==> config.mk <==
export PLATFORM = sky130hd
export DESIGN_NAME = music_seq_flat
export DESIGN_NICKNAME = d
export VERILOG_FILES = /design/src/rtl/music_seq_if.sv /design/src/rtl/music_seq.sv /design/src/flat_wrapper.sv
export SDC_FILE = /design/constraint.sdc
export NUM_CORES = 1
export LEC_CHECK = 0
export CORE_MARGIN = 3
export CORE_UTILIZATION = 32
export DETAILED_ROUTE_END_ITERATION = 10
export HOLD_SLACK_MARGIN = 0.12
export PLACE_DENSITY = 0.51
export SLEW_MARGIN = 20
export SYNTH_ARGS = -nofsm -noshare
export SYNTH_HDL_FRONTEND = slang
export SYNTH_SLANG_ARGS = --single-unit
export TNS_END_PERCENT = 100
==> constraint.sdc <==
create_clock -name clk -period 4.1 [get_ports clk]
set_input_delay 0.82 -clock clk [delete_from_list [all_inputs] [get_ports clk]]
set_output_delay 0.82 -clock clk [all_outputs]
set_load 0.005 [all_outputs]
==> src/rtl/music_seq_if.sv <==
// Control and ROM bus between the song sequencer and its surroundings.
//   slave  : sequencer side (drives ROM address, beat and tone controls, status)
//   master : host/peripheral side (drives commands, ROM data, beat_finish)
interface music_seq_if #(
  parameter int unsigned ADDR_W = 6
) ();
  logic              start;
  logic              stop;
  logic              loop_en;
  logic              beat_finish;
  logic [ADDR_W-1:0] rom_addr;
  logic [23:0]       rom_data;
  logic              beat_en;
  logic [27:0]       beat_cnt_parameter;
  logic [19:0]       tone_div;
  logic              tone_en;
  logic              busy;
  logic              song_done;

  modport master (
    output start, stop, loop_en, beat_finish, rom_data,
    input  rom_addr, beat_en, beat_cnt_parameter, tone_div, tone_en, busy, song_done
  );

  modport slave (
    input  start, stop, loop_en, beat_finish, rom_data,
    output rom_addr, beat_en, beat_cnt_parameter, tone_div, tone_en, busy, song_done
  );
endinterface

==> src/rtl/music_seq.sv <==
// Song sequencer: walks a synchronous song ROM, programs a downstream beat
// counter and tone generator per note, inserts silent gaps between notes.
// Ports:
//   clk  - clock, all state changes on the rising edge
//   rst  - asynchronous active-high reset
//   bus  - music_seq_if.slave: start/stop/loop_en/beat_finish/rom_data in;
//          rom_addr, beat_en, beat_cnt_parameter, tone_div, tone_en,
//          busy, song_done out (all registered)
module music_seq #(
  parameter logic [27:0] BEAT_UNIT  = 28'd12_500_000,
  parameter int unsigned GAP_CYCLES = 500_000,
  parameter int unsigned ADDR_W     = 6
) (
  input  logic       clk,
  input  logic       rst,
  music_seq_if.slave bus
);

  localparam int unsigned DATA_W = 24;
  localparam int unsigned DUR_W  = 4;
  localparam int unsigned DIV_W  = 20;
  localparam int unsigned CNT_W  = 28;
  localparam int unsigned PROD_W = CNT_W + DUR_W;
  localparam int unsigned GAP_W  = 32;

  localparam logic [ADDR_W-1:0] LAST_ADDR = '1;
  localparam logic [GAP_W-1:0]  GAP_LAST  =
    (GAP_CYCLES == 0) ? '0 : GAP_W'(GAP_CYCLES - 1);

  typedef enum logic [2:0] {IDLE, FETCH, LOAD, PLAY, GAP, DONE} state_t;

  state_t             state;
  logic               stop_pending;
  logic               end_forced;   // last ROM slot played: next LOAD acts as end marker
  logic [GAP_W-1:0]   gap_cnt;

  logic [DUR_W-1:0]   dur;
  logic [DIV_W-1:0]   div;
  logic [PROD_W-1:0]  beat_prod;
  logic [CNT_W-1:0]   beat_term;
  logic               at_last;

  // Decode the ROM word and precompute the beat counter terminal count
  assign dur       = bus.rom_data[DATA_W-1 -: DUR_W];
  assign div       = bus.rom_data[DIV_W-1:0];
  assign beat_prod = PROD_W'(dur) * PROD_W'(BEAT_UNIT);
  assign beat_term = CNT_W'(beat_prod - PROD_W'(1));
  assign at_last   = (bus.rom_addr == LAST_ADDR);

  // Sequencer FSM with registered outputs
  always_ff @(posedge clk or posedge rst) begin
    if (rst) begin
      state                  <= IDLE;
      stop_pending           <= 1'b0;
      end_forced             <= 1'b0;
      gap_cnt                <= '0;
      bus.rom_addr           <= '0;
      bus.beat_en            <= 1'b0;
      bus.beat_cnt_parameter <= '0;
      bus.tone_div           <= '0;
      bus.tone_en            <= 1'b0;
      bus.busy               <= 1'b0;
      bus.song_done          <= 1'b0;
    end else begin
      bus.song_done <= 1'b0;
      case (state)
        IDLE: begin
          if (bus.start && !bus.stop) begin
            bus.rom_addr <= '0;
            end_forced   <= 1'b0;
            bus.busy     <= 1'b1;
            state        <= FETCH;
          end
        end

        FETCH: begin
          if (bus.stop) begin
            state        <= IDLE;
            bus.busy     <= 1'b0;
            stop_pending <= 1'b0;
            end_forced   <= 1'b0;
          end else begin
            state <= LOAD;
          end
        end

        LOAD: begin
          if (bus.stop) begin
            state        <= IDLE;
            bus.busy     <= 1'b0;
            stop_pending <= 1'b0;
            end_forced   <= 1'b0;
          end else if (end_forced || dur == '0) begin
            end_forced <= 1'b0;
            if (bus.loop_en) begin
              bus.rom_addr <= '0;
              state        <= FETCH;
            end else begin
              bus.song_done <= 1'b1;
              state         <= DONE;
            end
          end else begin
            bus.tone_div           <= div;
            bus.beat_cnt_parameter <= beat_term;
            bus.beat_en            <= 1'b1;
            bus.tone_en            <= (div != '0);
            state                  <= PLAY;
          end
        end

        // A stop is only remembered here so the downstream counter finishes its note
        PLAY: begin
          if (bus.stop) stop_pending <= 1'b1;
          if (bus.beat_finish) begin
            bus.beat_en <= 1'b0;
            bus.tone_en <= 1'b0;
            if (stop_pending || bus.stop) begin
              state        <= IDLE;
              bus.busy     <= 1'b0;
              stop_pending <= 1'b0;
              end_forced   <= 1'b0;
            end else if (GAP_CYCLES == 0) begin
              if (at_last) end_forced <= 1'b1;
              else         bus.rom_addr <= bus.rom_addr + ADDR_W'(1);
              state <= FETCH;
            end else begin
              gap_cnt <= '0;
              state   <= GAP;
            end
          end
        end

        GAP: begin
          if (bus.stop) begin
            state        <= IDLE;
            bus.busy     <= 1'b0;
            stop_pending <= 1'b0;
            end_forced   <= 1'b0;
          end else if (gap_cnt == GAP_LAST) begin
            if (at_last) end_forced <= 1'b1;
            else         bus.rom_addr <= bus.rom_addr + ADDR_W'(1);
            state <= FETCH;
          end else begin
            gap_cnt <= gap_cnt + GAP_W'(1);
          end
        end

        DONE: begin
          state    <= IDLE;
          bus.busy <= 1'b0;
        end

        default: begin
          state        <= IDLE;
          bus.busy     <= 1'b0;
          bus.beat_en  <= 1'b0;
          bus.tone_en  <= 1'b0;
          stop_pending <= 1'b0;
          end_forced   <= 1'b0;
        end
      endcase
    end
  end

endmodule

==> src/flat_wrapper.sv <==
// flat-port wrapper written by rule: the top's interface ports become plain ports
module music_seq_flat 
#(
  parameter logic [27:0] BEAT_UNIT  = 28'd12_500_000,
  parameter int unsigned GAP_CYCLES = 500_000,
  parameter int unsigned ADDR_W     = 6
)
  (clk, rst, bus_start, bus_stop, bus_loop_en, bus_beat_finish, bus_rom_data, bus_rom_addr, bus_beat_en, bus_beat_cnt_parameter, bus_tone_div, bus_tone_en, bus_busy, bus_song_done);
  music_seq_if #(.ADDR_W(ADDR_W)) bus_i ();
  input  logic clk;
  input  logic rst;
  input wire logic [$bits(bus_i.start)-1:0] bus_start;
  input wire logic [$bits(bus_i.stop)-1:0] bus_stop;
  input wire logic [$bits(bus_i.loop_en)-1:0] bus_loop_en;
  input wire logic [$bits(bus_i.beat_finish)-1:0] bus_beat_finish;
  input wire logic [$bits(bus_i.rom_data)-1:0] bus_rom_data;
  output wire logic [$bits(bus_i.rom_addr)-1:0] bus_rom_addr;
  output wire logic [$bits(bus_i.beat_en)-1:0] bus_beat_en;
  output wire logic [$bits(bus_i.beat_cnt_parameter)-1:0] bus_beat_cnt_parameter;
  output wire logic [$bits(bus_i.tone_div)-1:0] bus_tone_div;
  output wire logic [$bits(bus_i.tone_en)-1:0] bus_tone_en;
  output wire logic [$bits(bus_i.busy)-1:0] bus_busy;
  output wire logic [$bits(bus_i.song_done)-1:0] bus_song_done;
  assign bus_i.start = bus_start;
  assign bus_i.stop = bus_stop;
  assign bus_i.loop_en = bus_loop_en;
  assign bus_i.beat_finish = bus_beat_finish;
  assign bus_i.rom_data = bus_rom_data;
  assign bus_rom_addr = bus_i.rom_addr;
  assign bus_beat_en = bus_i.beat_en;
  assign bus_beat_cnt_parameter = bus_i.beat_cnt_parameter;
  assign bus_tone_div = bus_i.tone_div;
  assign bus_tone_en = bus_i.tone_en;
  assign bus_busy = bus_i.busy;
  assign bus_song_done = bus_i.song_done;
  music_seq #(.BEAT_UNIT(BEAT_UNIT), .GAP_CYCLES(GAP_CYCLES), .ADDR_W(ADDR_W)) u_core (.clk(clk), .rst(rst), .bus(bus_i));
endmodule
==> flow_summary.ini <==
[route]
antenna_left = 0
wire_per_inst_um = 15.8
routed.top_layer = met4
wirelength_mm = 15.8
wl_met1_mm = 7.26
route.met3.wl_um = 828
vias = 5032
route.met2.wl_mm = 7.48
drc = 0
first_iter_violations = 230
firstDrtPassIters = 4
route.detailed.vias_per_inst = 5.02

[pwr]
leakage_nw = 3.63
power_density_nw_per_um2 = 530
clockPowerShare = 0.186
pwr-share-seq = 0.309
p_int_w = 0.00282
vdd_drop_max_uv = 253
p_sw_w = 0.00149
swShare = 0.346
combPwrFrac = 0.506

[run]
drv_cap = 0

[yosys]
synthesis.nets = 660
synth-compound-area-share = 0.158
avgSynthCellArea_um2 = 9.74
ys_seq_area_frac = 0.394
syn_area_um2 = 5780
synth-xor-area-share = 0.0803
muxShareOfSynthArea = 0.0466
yosys_most_used_dff = dfrtp_1
synthAdderAreaFrac = 0.0905
synthSimpleGateAreaFrac = 0.196
synth_top_family_by_area = simple AND/OR/NAND/NOR gates
yosysWarnings = 0
async_reset_ff_frac = 1.00
synth.ff_latch_count = 91
syn_inst = 593
synth_edf_count = 0
yosys.cell_types.count = 85

[clock_network]
clockBufferDepth = 2
path_clk_slew_ns = 0.07
tritoncts = done
htree_levels = 3
cts_root_buf = clkbuf_16
cts-buffers-inserted = 9
holdBufCountCts = 0
insertion_delay_ns = 0.35
clock-sinks = 91

[worst_hold_path]
hold_class = flop to flop

[setup_path]
cpMaxStageDelayCell = fa_2
critPathArrivalTime_ns = 4.25
critical_path_class = input pin to flop
worstSetupEndpointType = flop
cp.required_ns = 4.31
crit_chain = buf_6 -> fa_2 -> fa_2 -> buf_6 -> inv_2 -> fa_2 -> inv_2 -> buf_4 -> buf_4 -> buf_4 -> buf_4 -> buf_4 -> buf_4 -> buf_4 -> buf_4 -> buf_4 -> or2_4 -> xnor2_2 -> o21ai_1
worst_setup_path_start_kind = input pin
cp_slowest_stage_delay_ns = 0.60
crit_path_frequent_cell = buf_4
path_delay_family = adder cells
critPathBufInv = 13
critPathMaxFanout = 2
reg2reg_slack_ns = 1.16

[sta]
hold_viol_final = 0
tns_ns = 0
setup_violations = 0
setup_slack_ns = 0.0651
clock_skew_ns = 0.0132
fin_hold_ws_ns = 0.481
tightest_slew_ns = 0.732
post-route-period-util = 0.984
min_period_ns = 4.03
slew_headroom = 0.507
fmax_mhz = 248
slew_violations = 0

[cells_and_area]
fill_cells = 1652
areaGrowthSynthToFinish_pct = 40.5
multi_input_area_um2 = 3530
seqCellArea_um2 = 2280
layout-drive-gt1-share = 0.261
fin_area_um2 = 8120
nets = 840
num_antenna_cells = 0

[die]
core-area_um2 = 17500
dieWidth_um = 140
die_y_um = 140
fp.dieArea_um2 = 19700
rows = 48
start_util = 0.331
ios = 88

[placement]
place_ws_ns = -0.746
place_congestion = 0.830
hpwl_mm = 11.7
dpl_cell_area_um2 = 7490
portBuffers = 87

[global_route]
track_usage = 0.164
first_global_vias = 5273
antenna_found_initial = 0
grt_max_degree = 52
grt-ovfl-total = 0
grt_pass1_wl_mm = 26.6

[outcome]
status = finished clean
[metal layers]
| layer | up-vias | GRT usage |
|---|---|---|
| li1 | 2468 | - |
| met1 | 2444 | 0.216 |
| met2 | 103 | 0.271 |
| met3 | 17 | 0.0376 |
| met4 | 0 | 0.0484 |
| met5 | - | 0 |
[cell type report]
type	instances	share of cell area
multi-input combinational	458	0.435
clock inverter	4	0.00447
timing repair buffer	191	0.205
clock buffer	11	0.0299
tap	225	0.0347
sequential	91	0.280
inverter	22	0.0103
[metrics by stage]
stage / instances / power [W] / util
finish: 1002 / 0.00430 / 0.465
global placement: 966 / 0.00329 / 0.429
floorplan: 593 / 0.00228 / -
global route: 1002 / 0.00460 / 0.465
detailed placement: 966 / 0.00331 / 0.429
CTS: 994 / 0.00422 / 0.453
[cells in the mapped netlist (8+ instances only)]
cell type  count  area share
a21o_1        12       0.016
xor2_1        27       0.041
ha_1          29       0.063
nand4_1        8      0.0087
nand2_1       50       0.032
nor4_1         9      0.0097
o21ai_0       44       0.038
and3_1        11       0.012
nor3_1        10      0.0087
a21oi_1       23       0.020
fa_1           8       0.028
nor2_1        64       0.042
nand3_1       17       0.015
clkbuf_1      10      0.0065
dfrtp_1       91        0.39
mux2_2        23       0.045
inv_1         22       0.014
xnor2_1       21       0.032
[power groups by stage]
stage / sequential [W] / clock [W] / combinational, W
after global routing: 0.00137 / 0.000865 / 0.00237
after detailed placement: 0.00134 / 0 / 0.00197
after floorplan: 0.00129 / 0 / 0.000990
after global placement: 0.00133 / 0 / 0.00195
after CTS: 0.00133 / 0.000828 / 0.00207
final: 0.00133 / 0.000799 / 0.00218
[what timing repair did]
item	CTS	global route
setup endpoints to repair	10	8
gates resized for setup	27	26
buffers inserted	13	8
pin swaps	17	18
gates cloned	0	0
[logic make-up (layout without fill, tap and decap cells)]
logic type	after synthesis	count (layout)
mux	24	24
buf+inv	44	228
xor+xnor	50	50
flops	91	91
compound gates	131	131
fa+ha+maj	37	37
simple gates	216	216
[path summary, 6_finish.rpt]
| kind | cells after the start | endpoint | from |
|---|---|---|---|
| hold / removal | 2 | u_core.bus.beat_cnt_parameter[5] | u_core.bus.beat_cnt_parameter[5] |
| setup / recovery | 19 | u_core.bus.beat_cnt_parameter[14] | bus_rom_data[23] |
| hold reg to reg | 2 | u_core.bus.beat_cnt_parameter[5] | u_core.bus.beat_cnt_parameter[5] |
| min in group asynchronous | 2 | u_core.bus.beat_en | rst |
| max in group asynchronous | 3 | u_core.gap_cnt[29] | rst |
| setup reg to reg | 8 | u_core.gap_cnt[24] | u_core.state[2] |
[worst register-to-register path, cell delays in order, from the launching register on]
cell and delay (ns):
dfrtp_1 0.65, nor3b_4 0.50, a31oi_1 0.19, a211oi_2 0.48, o21bai_1 0.26, nor2_2 0.38
nand4_1 0.16, xor2_1 0.16, nor2_1 0.05
[cell usage in the layout, fill, tap and decap left out, drive strengths merged, types with 23 or more instances in the layout]
cell type        n
o21ai           48
dfrtp           91
nor2            67
ha              29
mux2            23
clkdlybuf4s50   83
buf            107
a21oi           23
nand2           50
xor2            28
[flip-flops by register name (all words and copies together), names as in the netlist]
| signal | count |
|---|---|
| u_core.state | 3 |
| u_core.bus.tone_div | 20 |
| u_core.bus.beat_cnt_parameter | 24 |
| u_core.stop_pending | 1 |
| u_core.bus.busy | 1 |
| u_core.bus.tone_en | 1 |
| u_core.gap_cnt | 32 |
| u_core.bus.song_done | 1 |
| u_core.bus.rom_addr | 6 |
| u_core.end_forced | 1 |
| u_core.bus.beat_en | 1 |
No activity file was read; power rests on OpenSTA's default activity.
